==> config.mk <==
export PLATFORM = sky130hd
export DESIGN_NAME = alu_seq
export DESIGN_NICKNAME = d
export VERILOG_FILES = /design/src/rtl/alu_pkg.sv /design/src/rtl/alu_muldiv_iter.sv /design/src/rtl/alu_seq.sv
export SDC_FILE = /design/constraint.sdc
export NUM_CORES = 1
export LEC_CHECK = 0
export ABC_AREA = 1
export ABC_CLOCK_PERIOD_IN_PS = 2960
export CAP_MARGIN = 25
export CELL_PAD_IN_SITES_DETAIL_PLACEMENT = 1
export CELL_PAD_IN_SITES_GLOBAL_PLACEMENT = 1
export CORE_AREA = 2 2 254 256
export DETAILED_ROUTE_END_ITERATION = 16
export DIE_AREA = 0 0 256 258
export DONT_BUFFER_PORTS = 1
export HOLD_SLACK_MARGIN = 0.02
export MAX_ROUTING_LAYER = met4
export PLACE_DENSITY = 0.69
export SLEW_MARGIN = 5
export SYNTH_ARGS = -nofsm -noshare
export SYNTH_HDL_FRONTEND = slang
export SYNTH_HIERARCHICAL = 1
export SYNTH_SLANG_ARGS = --single-unit
export TNS_END_PERCENT = 50
==> constraint.sdc <==
create_clock -name clk -period 2.96 [get_ports clk]
set_input_delay 0.592 -clock clk [delete_from_list [all_inputs] [get_ports clk]]
set_output_delay 0.592 -clock clk [all_outputs]
set_load 0.005 [all_outputs]
==> src/rtl/alu_pkg.sv <==
// Shared ALU definitions: opcode encoding, FSM states and the multi-cycle op decode.
// Imported by the EX-stage decoder as well as the ALU itself.
package alu_pkg;

    typedef enum logic [3:0] {
        OP_AND  = 4'b0000,
        OP_OR   = 4'b0001,
        OP_ADD  = 4'b0010,
        OP_XOR  = 4'b0011,
        OP_SLL  = 4'b0100,
        OP_SRL  = 4'b0101,
        OP_SUB  = 4'b0110,
        OP_SLT  = 4'b0111,
        OP_MUL  = 4'b1000,
        OP_DIVU = 4'b1001,
        OP_REMU = 4'b1010
    } alu_op_e;

    typedef enum logic [1:0] {
        IDLE = 2'd0,
        BUSY = 2'd1,
        DONE = 2'd2
    } alu_state_e;

    function automatic logic is_multicycle(alu_op_e op);
        return (op == OP_MUL) || (op == OP_DIVU) || (op == OP_REMU);
    endfunction

endpackage

==> src/rtl/alu_muldiv_iter.sv <==
// Iterative shift-add multiplier and restoring unsigned divider sharing one set of
// registers; one step per cycle for WIDTH cycles after start.
module alu_muldiv_iter
    import alu_pkg::*;
#(
    parameter int WIDTH = 32
) (
    input  logic             clk,
    input  logic             rst_n,
    input  logic             start,
    input  alu_op_e          op,
    input  logic [WIDTH-1:0] a,
    input  logic [WIDTH-1:0] b,
    output logic             done,
    output logic [WIDTH-1:0] result
);
    localparam int CNT_W = $clog2(WIDTH + 1);

    // part: MUL accumulator / DIV partial remainder
    // opa : MUL multiplicand  / DIV dividend shifting into quotient
    // opb : MUL multiplier    / DIV divisor
    logic [CNT_W-1:0] cnt_q;
    alu_op_e          op_q;
    logic [WIDTH-1:0] part_q, part_d;
    logic [WIDTH-1:0] opa_q, opa_d;
    logic [WIDTH-1:0] opb_q, opb_d;
    logic [WIDTH:0]   shifted, diff;

    always_comb begin
        shifted = {part_q, opa_q[WIDTH-1]};
        diff    = shifted - {1'b0, opb_q};
        part_d  = part_q;
        opa_d   = opa_q;
        opb_d   = opb_q;
        if (op_q == OP_MUL) begin
            part_d = part_q + (opb_q[0] ? opa_q : '0);
            opa_d  = opa_q << 1;
            opb_d  = opb_q >> 1;
        end else if (!diff[WIDTH]) begin
            // A zero divisor always takes this branch: quotient all ones, remainder = dividend.
            part_d = diff[WIDTH-1:0];
            opa_d  = {opa_q[WIDTH-2:0], 1'b1};
        end else begin
            part_d = shifted[WIDTH-1:0];
            opa_d  = {opa_q[WIDTH-2:0], 1'b0};
        end
    end

    // done marks the final step; result is the post-step value so it can be registered on that edge.
    assign done   = (cnt_q == CNT_W'(1));
    assign result = (op_q == OP_DIVU) ? opa_d : part_d;

    always_ff @(posedge clk or negedge rst_n) begin
        if (!rst_n) begin
            cnt_q  <= '0;
            op_q   <= OP_MUL;
            part_q <= '0;
            opa_q  <= '0;
            opb_q  <= '0;
        end else if (start) begin
            cnt_q  <= CNT_W'(WIDTH);
            op_q   <= op;
            part_q <= '0;
            opa_q  <= a;
            opb_q  <= b;
        end else if (cnt_q != '0) begin
            cnt_q  <= cnt_q - 1'b1;
            part_q <= part_d;
            opa_q  <= opa_d;
            opb_q  <= opb_d;
        end
    end

endmodule

==> src/rtl/alu_seq.sv <==
// Multi-cycle EX-stage ALU: single-cycle ops complete in one cycle, MUL/DIVU/REMU
// iterate for WIDTH cycles. Handshake: a transfer happens on a rising edge where valid && ready.
module alu_seq
    import alu_pkg::*;
#(
    parameter int WIDTH     = 32,
    parameter bit MULDIV_EN = 1'b1
) (
    input  logic             clk,
    input  logic             rst_n,
    input  logic             in_valid,
    output logic             in_ready,
    input  logic [3:0]       sel,
    input  logic [WIDTH-1:0] rd1,
    input  logic [WIDTH-1:0] rd2,
    output logic             out_valid,
    input  logic             out_ready,
    output logic [WIDTH-1:0] ALUOut,
    output logic             zero,
    output logic             busy
);
    localparam int SHAMT_W = $clog2(WIDTH);

    alu_state_e         state, state_next;
    alu_op_e            op;
    logic               accept, is_mc, md_done;
    logic [WIDTH-1:0]   sc_result, md_result;
    logic [SHAMT_W-1:0] shamt;

    assign op       = alu_op_e'(sel);
    assign is_mc    = MULDIV_EN && is_multicycle(op);
    assign in_ready = (state == IDLE) || (state == DONE && out_ready);
    assign accept   = in_valid && in_ready;
    assign shamt    = rd2[SHAMT_W-1:0];

    always_comb begin
        sc_result = rd1 + rd2;
        case (op)
            OP_AND:  sc_result = rd1 & rd2;
            OP_OR:   sc_result = rd1 | rd2;
            OP_XOR:  sc_result = rd1 ^ rd2;
            OP_SUB:  sc_result = rd1 - rd2;
            OP_SLT:  sc_result = {{(WIDTH-1){1'b0}}, $signed(rd1) < $signed(rd2)};
            OP_SLL:  sc_result = rd1 << shamt;
            OP_SRL:  sc_result = rd1 >> shamt;
            default: sc_result = rd1 + rd2;
        endcase
    end

    if (MULDIV_EN) begin : g_muldiv
        alu_muldiv_iter #(.WIDTH(WIDTH)) u_iter (
            .clk    (clk),
            .rst_n  (rst_n),
            .start  (accept && is_mc),
            .op     (op),
            .a      (rd1),
            .b      (rd2),
            .done   (md_done),
            .result (md_result)
        );
    end else begin : g_no_muldiv
        assign md_done   = 1'b0;
        assign md_result = '0;
    end

    always_ff @(posedge clk or negedge rst_n) begin
        if (!rst_n) state <= IDLE;
        else        state <= state_next;
    end

    // An accept out of DONE behaves exactly like one out of IDLE, giving back-to-back issue.
    always_comb begin
        state_next = state;
        if (accept) begin
            state_next = is_mc ? BUSY : DONE;
        end else begin
            case (state)
                BUSY:    if (md_done) state_next = DONE;
                DONE:    if (out_ready) state_next = IDLE;
                default: state_next = state;
            endcase
        end
    end

    always_ff @(posedge clk or negedge rst_n) begin
        if (!rst_n) begin
            out_valid <= 1'b0;
            busy      <= 1'b0;
            ALUOut    <= '0;
            zero      <= 1'b1;
        end else begin
            out_valid <= (state_next == DONE);
            busy      <= (state_next == BUSY);
            if (accept && !is_mc) begin
                ALUOut <= sc_result;
                zero   <= (sc_result == '0);
            end else if (state == BUSY && md_done) begin
                ALUOut <= md_result;
                zero   <= (md_result == '0);
            end
        end
    end

endmodule

-- After elaboration in Yosys (flattened, before gate mapping)
Cells that the tools add are included.
- output and inout bits: 36
- register bits: 143
- $add $sub $neg: 5
- $lt $le $gt $ge: 1
- reduce and logical (&&, ||, !) cells: 18
- bitwise operators: 3
- shift-type cells: 2
- equal/unequal tests: 16
- mux-type cells: 25
- operators with widths (cell ; count):
    $mux 32 ; 13
    $pmux 32 s7 ; 1
    $add 32x32->32 ; 2
    $logic_not 32->1 ; 2
    $sub 33x32->33 ; 1
    $and 32x32->32 ; 1
    $lt 32x32->1 ; 1
    $or 32x32->32 ; 1
    $shl 32x5->32 ; 1
    $shr 32x5->32 ; 1
    $sub 32x32->32 ; 1
    $xor 32x32->32 ; 1
    $eq 4x4->1 const B ; 5
    $eq 4x3->1 const B ; 4
    $mux 6 ; 2
    $mux 2 ; 4
    $eq 6x1->1 const B ; 1
    $reduce_bool 2->1 ; 3
    $reduce_bool 6->1 ; 1
    $sub 6x1->6 const B ; 1
    $logic_and 1x1->1 ; 5
    $eq 2x1->1 const B ; 2
    $eq 2x2->1 const B ; 2
    $eq 4x1->1 const B ; 1
    other kinds (8) ; 13

-- Depth between registers and ports, before layout
- word-level depth: 7
- mapped depth: 26
- mapped depth without buffers: 25

-- By module
Netlist, hierarchy kept.
- by module, submodules not included (module ; instances ; cells each ; sequential area each (um^2) ; area each (um^2)):
    alu_seq ; 1 ; 2158 ; 927.1 ; 11441.0
    alu_muldiv_iter ; 1 ; 1755 ; 2653.8 ; 10550.1

-- Worst setup path after synthesis
OpenSTA, ideal clock, no wires.
- kind: register to register
- from: reg g_muldiv.u_iter.opb_q[0]
- to: reg zero
- library setup time: 0.067 ns
- period minus slack after synthesis: 2.999 ns
- data arrival time: 2.932 ns
- stages on the path, launching flop included: 23
- setup slack: -0.039 ns
- data required time: 2.893 ns
- cells stage by stage: dfrtp_1 > clkbuf_1 > nand2_1 > inv_1 > ha_1 > fa_1 > nand3_1 > nand2_1 > nand3_1 > nand2_1 > nand3_1 > nand2_1 > nand3_1 > nand3_1 > nand3_1 > nand2_1 > nand2_1 > nand2_1 > nor4_1 > nand4_1 > o31ai_1 > nor2_1 > nor2_1
- word-level cells in the longest chain between the ends: 7
- elaborated cells between the ends (all ways): 11
- classes of those cells: add/sub: 2; mux: 8; reduce/logical: 1
- RTL lines (what ; line ; source):
    start: declaration ; alu_muldiv_iter.sv:26 ; logic [WIDTH-1:0] opb_q, opb_d;
    start signal: assignment ; alu_muldiv_iter.sv:70 ; opb_q <= opb_d;
    $sub 33x32->33 or $mux 32 (tied branches) ; alu_muldiv_iter.sv:31, alu_muldiv_iter.sv:36 ;
    $mux 32 or $add 32x32->32 (tied branches) ; alu_muldiv_iter.sv:39, alu_muldiv_iter.sv:36 ;
    $mux 32 * ; alu_muldiv_iter.sv:35 ; if (op_q == OP_MUL) begin
    $mux 32 * ; alu_muldiv_iter.sv:51 ; assign result = (op_q == OP_DIVU) ? opa_d : part_d;
    named net md_result[30] ; alu_seq.sv:27 ; logic [WIDTH-1:0] sc_result, md_result;
    $logic_not 32->1 * ; alu_seq.sv:99 ; zero <= (md_result == '0);
    $mux 1 * ; alu_seq.sv:97 ; end else if (state == BUSY && md_done) begin
    $mux 1 * ; alu_seq.sv:94 ; if (accept && !is_mc) begin
    end signal: assignment ; alu_seq.sv:96 ; zero <= (sc_result == '0);
    end signal: assignment ; alu_seq.sv:99 ;
    end: declaration ; alu_seq.sv:19 ; output logic zero,
The timed path passes the listed nets; every way through them passes the cells marked *. The select of a mux whose other input is x is not followed.
A chain may end at the register's enable or synchronous reset.

-- Final worst setup path
- from: reg g_muldiv.u_iter.part_q[7]
- to: reg zero
- word-level cells in the longest chain between the ends: 7
- elaborated cells between the ends (all ways): 10
- classes of those cells: add/sub: 2; mux: 7; reduce/logical: 1
- RTL lines (what ; line ; source):
    start: declaration ; alu_muldiv_iter.sv:24 ; logic [WIDTH-1:0] part_q, part_d;
    start signal: assignment ; alu_muldiv_iter.sv:68 ; part_q <= part_d;
    $sub 33x32->33 ; alu_muldiv_iter.sv:31 ; diff = shifted - {1'b0, opb_q};
    $mux 32 ; alu_muldiv_iter.sv:39 ; end else if (!diff[WIDTH]) begin
    $mux 32 * ; alu_muldiv_iter.sv:35 ;
    $mux 32 * ; alu_muldiv_iter.sv:51 ;
    named net md_result[7] ; alu_seq.sv:27 ;
    $logic_not 32->1 * ; alu_seq.sv:99 ;
    $mux 1 * ; alu_seq.sv:97 ;
    $mux 1 * ; alu_seq.sv:94 ;
Marked as above.

==> results_dict.tcl <==
set metrics [dict create \
    outcome "finished with violations" \
    violations "hold timing, setup timing" \
    rows 93 \
    ant_nets 0 \
    final_util 0.482 \
    areaGrowthSynthToFinish_pct 39.4 \
    cp_data_required_time_ps 3360 \
    hold_class "primary input to async pin" \
    antenna_cells 0 \
    antenna_found_initial 0 \
    ys_warn_count 6 \
    firstDrtPassIters 5 \
    dp_hpwl_um 110000 \
    critical_path_peak_fanout 9 \
    overflow 0 \
    vias_per_cell 5.54 \
    maxCapViolCount 0 \
    synthCells 3913 \
    vias 30338 \
    syn_nets 4155 \
    grt_pass1_vias 30526 \
    syn_area_um2 22000 \
    wl_per_cell_um 24.6 \
    min_period_ps 3610 \
    worst_slack_ps -655 \
    drt_iter0_drc 2444 \
    clkTransAtPathRegs_ps 80 \
    grt_pass1_wl_um 191000 \
    core_um2 63600 \
    syn_avg_cell_area_um2 5.62 \
    finClkSkew_ps 13.6 \
    cts_root_buffer "clkbuf_16" \
    cp-start-kind "register" \
    fmax_mhz 277 \
    fill_cells 8819 \
    hold_viol 141 \
    grt_util_all_layers 0.398 \
    rsz0062_at_grt "yes" \
    nets 4850 \
    chipWidth_um 256 \
    ys_ff_latch 143 \
    min_period_over_period 1.22 \
    worstPathCellList "ha_1 > nand2_1 > nor2_2 > nand2_1 > clkinv_1 > nand2_2 > nand2_4 > nand2_4 > nand2_4 > nand2_8 > buf_12 > buf_8 > buf_12 > nand3_1 > nand3_1 > nand3_1 > o21ai_1 > nor4_1 > nand4_1 > o31ai_4 > nor2_1 > nor2_1" \
    power_density_nw_per_um2 1260 \
    die_area_um2 66000 \
    layout-drive-gt1-share 0.260 \
    io_pins 108 \
    arrival_ps 4020 \
    clock_sink_count 143 \
    routed_wl_um 134000 \
    cpPeakStageDelay_ps 520 \
    worstSetupPathType "register to register" \
    clock_latency_ps 460 \
    setup_violations 31 \
    ctsHtreeMaxLevel 4 \
    cts_inserted_buffers 17 \
    grt_max_degree 144 \
    worst_setup_path_end_kind "register" \
    cts_buffer_depth 2 \
    total_leakage_power_nw 16.6 \
    cts_tree "built" \
    worst_pin_slew_ps 769 \
    port_buffers 0 \
    whs_ps -173 \
    drc 0 \
    ir_worst_vdd_uv 863 \
    crit_slowest_cell "dfrtp_2" \
    synthDistinctLibCells 57 \
    die_y_um 258 \
    ys_seq_area_frac 0.163 \
    max-slew-margin-rel 0.482 \
    slew_viol_final 0 \
    initial_core_util 0.346 \
    pre_cts_ws_ps -746 \
    place_congestion 1.09 \
]
## final timing paths
kind / cells past startpoint / to / startpoint / slack [ps]
min reg2reg: 2 / g_muldiv.u_iter/op_q[2] / g_muldiv.u_iter/op_q[2] / 500
max reg2reg: 22 / zero / g_muldiv.u_iter/part_q[7] / -650
min in group clk: 2 / g_muldiv.u_iter/op_q[2] / sel[2] / 250
max in group asynchronous: 0 / g_muldiv.u_iter/op_q[3] / rst_n / 2690
max: 22 / zero / g_muldiv.u_iter/part_q[7] / -650
min: 0 / g_muldiv.u_iter/part_q[31] / rst_n / -170
## cell usage after synthesis (all sizes together)
master  instances  area share
xnor2           6      0.0024
xor2           16      0.0064
nand3         617        0.14
and3            3     0.00085
o221ai         31       0.013
a31oi           5      0.0014
o21bai         13      0.0044
o21a            4      0.0014
a22oi           7      0.0024
mux2i           1     0.00046
a21o            5      0.0017
nor2          327       0.057
a21boi          2     0.00068
a21oi         180       0.042
a211oi          1     0.00057
and2           11      0.0031
clkinv          3     0.00051
dfstp           2      0.0024
o311ai          2     0.00080
a221oi          1     0.00040
nand2        1276        0.23
or2            10      0.0028
buf            87       0.025
nor4           11      0.0031
nand4          44       0.013
nor3           42       0.010
o21ai         171       0.039
nand3b         27      0.0092
inv           568       0.097
o31ai           3      0.0010
clkbuf         65       0.011
o22ai          16      0.0048
o211ai         45       0.015
ha            166       0.094
fa              4      0.0036
dfrtp         141        0.16
## power by group
group	switching (mW)	internal (mW)
Sequential	1.15	2.96
Clock	1.06	1.15
Combinational	18.8	13.5
Total	21.0	17.6
## critical path, delay by kind of cell, from the launching register on
family                   cells  cell delay (ps)
AO/OA/AOI/OAI                2              310
buffers and inverters        4              490
adder cells (fa/ha/maj)      1              400
flip-flops                   1              520
AND/OR/NAND/NOR             15             1810
## timing repair
action / in CTS / in global routing
buffers inserted: 1 / 23
endpoints found under the hold margin: 141 / 141
pin swaps: 14 / 34
cloned: 1 / 4
gates resized for setup: 135 / 177
endpoints found under the setup margin: 29 / 36
## routing by layer
metal | GRT usage | vias up | share of wire
li1 | - | 14065 | -
met1 | 0.445 | 14736 | 0.38
met2 | 0.660 | 1121 | 0.46
met3 | 0.0519 | 416 | 0.061
met4 | 0.282 | 0 | 0.093
met5 | - | - | 0
## logic make-up (layout without fill, tap and decap cells)
| kind of cell | Yosys count | after routing | synth area share |
|---|---|---|---|
| simple gates | 2368 | 2370 | 0.467 |
| compound gates | 486 | 486 | 0.129 |
| xor+xnor | 22 | 22 | 0.00876 |
| mux | 1 | 1 | 0.000455 |
| flops | 143 | 143 | 0.163 |
| buf+inv | 723 | 1429 | 0.134 |
| fa+ha+maj | 170 | 170 | 0.0981 |
## cell type report
type / count / area [um^2] / share of cell area
multi-input cells: 3049 / 16700 / 0.545
repair buffers: 826 / 6550 / 0.214
flip-flops and latches: 143 / 3590 / 0.117
inverters: 571 / 2150 / 0.0702
well taps: 855 / 1070 / 0.0349
clock buffers: 18 / 439 / 0.0143
clock inverters: 14 / 146 / 0.00477
## placed cells by master (no fill, tap or decap), drive strengths merged, types with 3 or more instances in the layout
cell | netlist | final
ha | 166 | 166
xor2 | 16 | 16
o221ai | 31 | 31
nand2 | 1276 | 1278
nor4 | 11 | 11
or2 | 10 | 10
nand4 | 44 | 44
a21o | 5 | 5
fa | 4 | 4
clkinv | 3 | 8
a22oi | 7 | 7
o31ai | 3 | 3
nor2 | 327 | 327
and2 | 11 | 11
and3 | 3 | 3
xnor2 | 6 | 6
nand3b | 27 | 27
clkbuf | 65 | 20
a21oi | 180 | 180
dfrtp | 141 | 141
o21bai | 13 | 13
nor3 | 42 | 42
o22ai | 16 | 16
nand3 | 617 | 617
inv | 568 | 577
o21ai | 171 | 171
o21a | 4 | 4
buf | 87 | 823
o211ai | 45 | 45
a31oi | 5 | 5
## metrics by stage
step	power, mW	TNS, ps	instance area [um^2]	instances	hold slack (ps)
global placement	29.8	-4110	28500	5415	301
detailed placement	30.4	-7210	28500	5415	301
global route	40.7	-7940	30700	5476	-188
floorplan	16.1	0	22000	3913	296
finish	38.6	-4180	30700	5476	-173
CTS	34.2	-1740	29700	5449	-182
## flip-flops by register name, indices dropped and copies added (netlist names)
name	count
zero	1
state	2
g_muldiv.u_iter/cnt_q	6
g_muldiv.u_iter/opa_q	32
out_valid	1
g_muldiv.u_iter/opb_q	32
ALUOut	32
g_muldiv.u_iter/op_q	4
g_muldiv.u_iter/part_q	32
busy	1
Power figures use the tool's default switching activity.
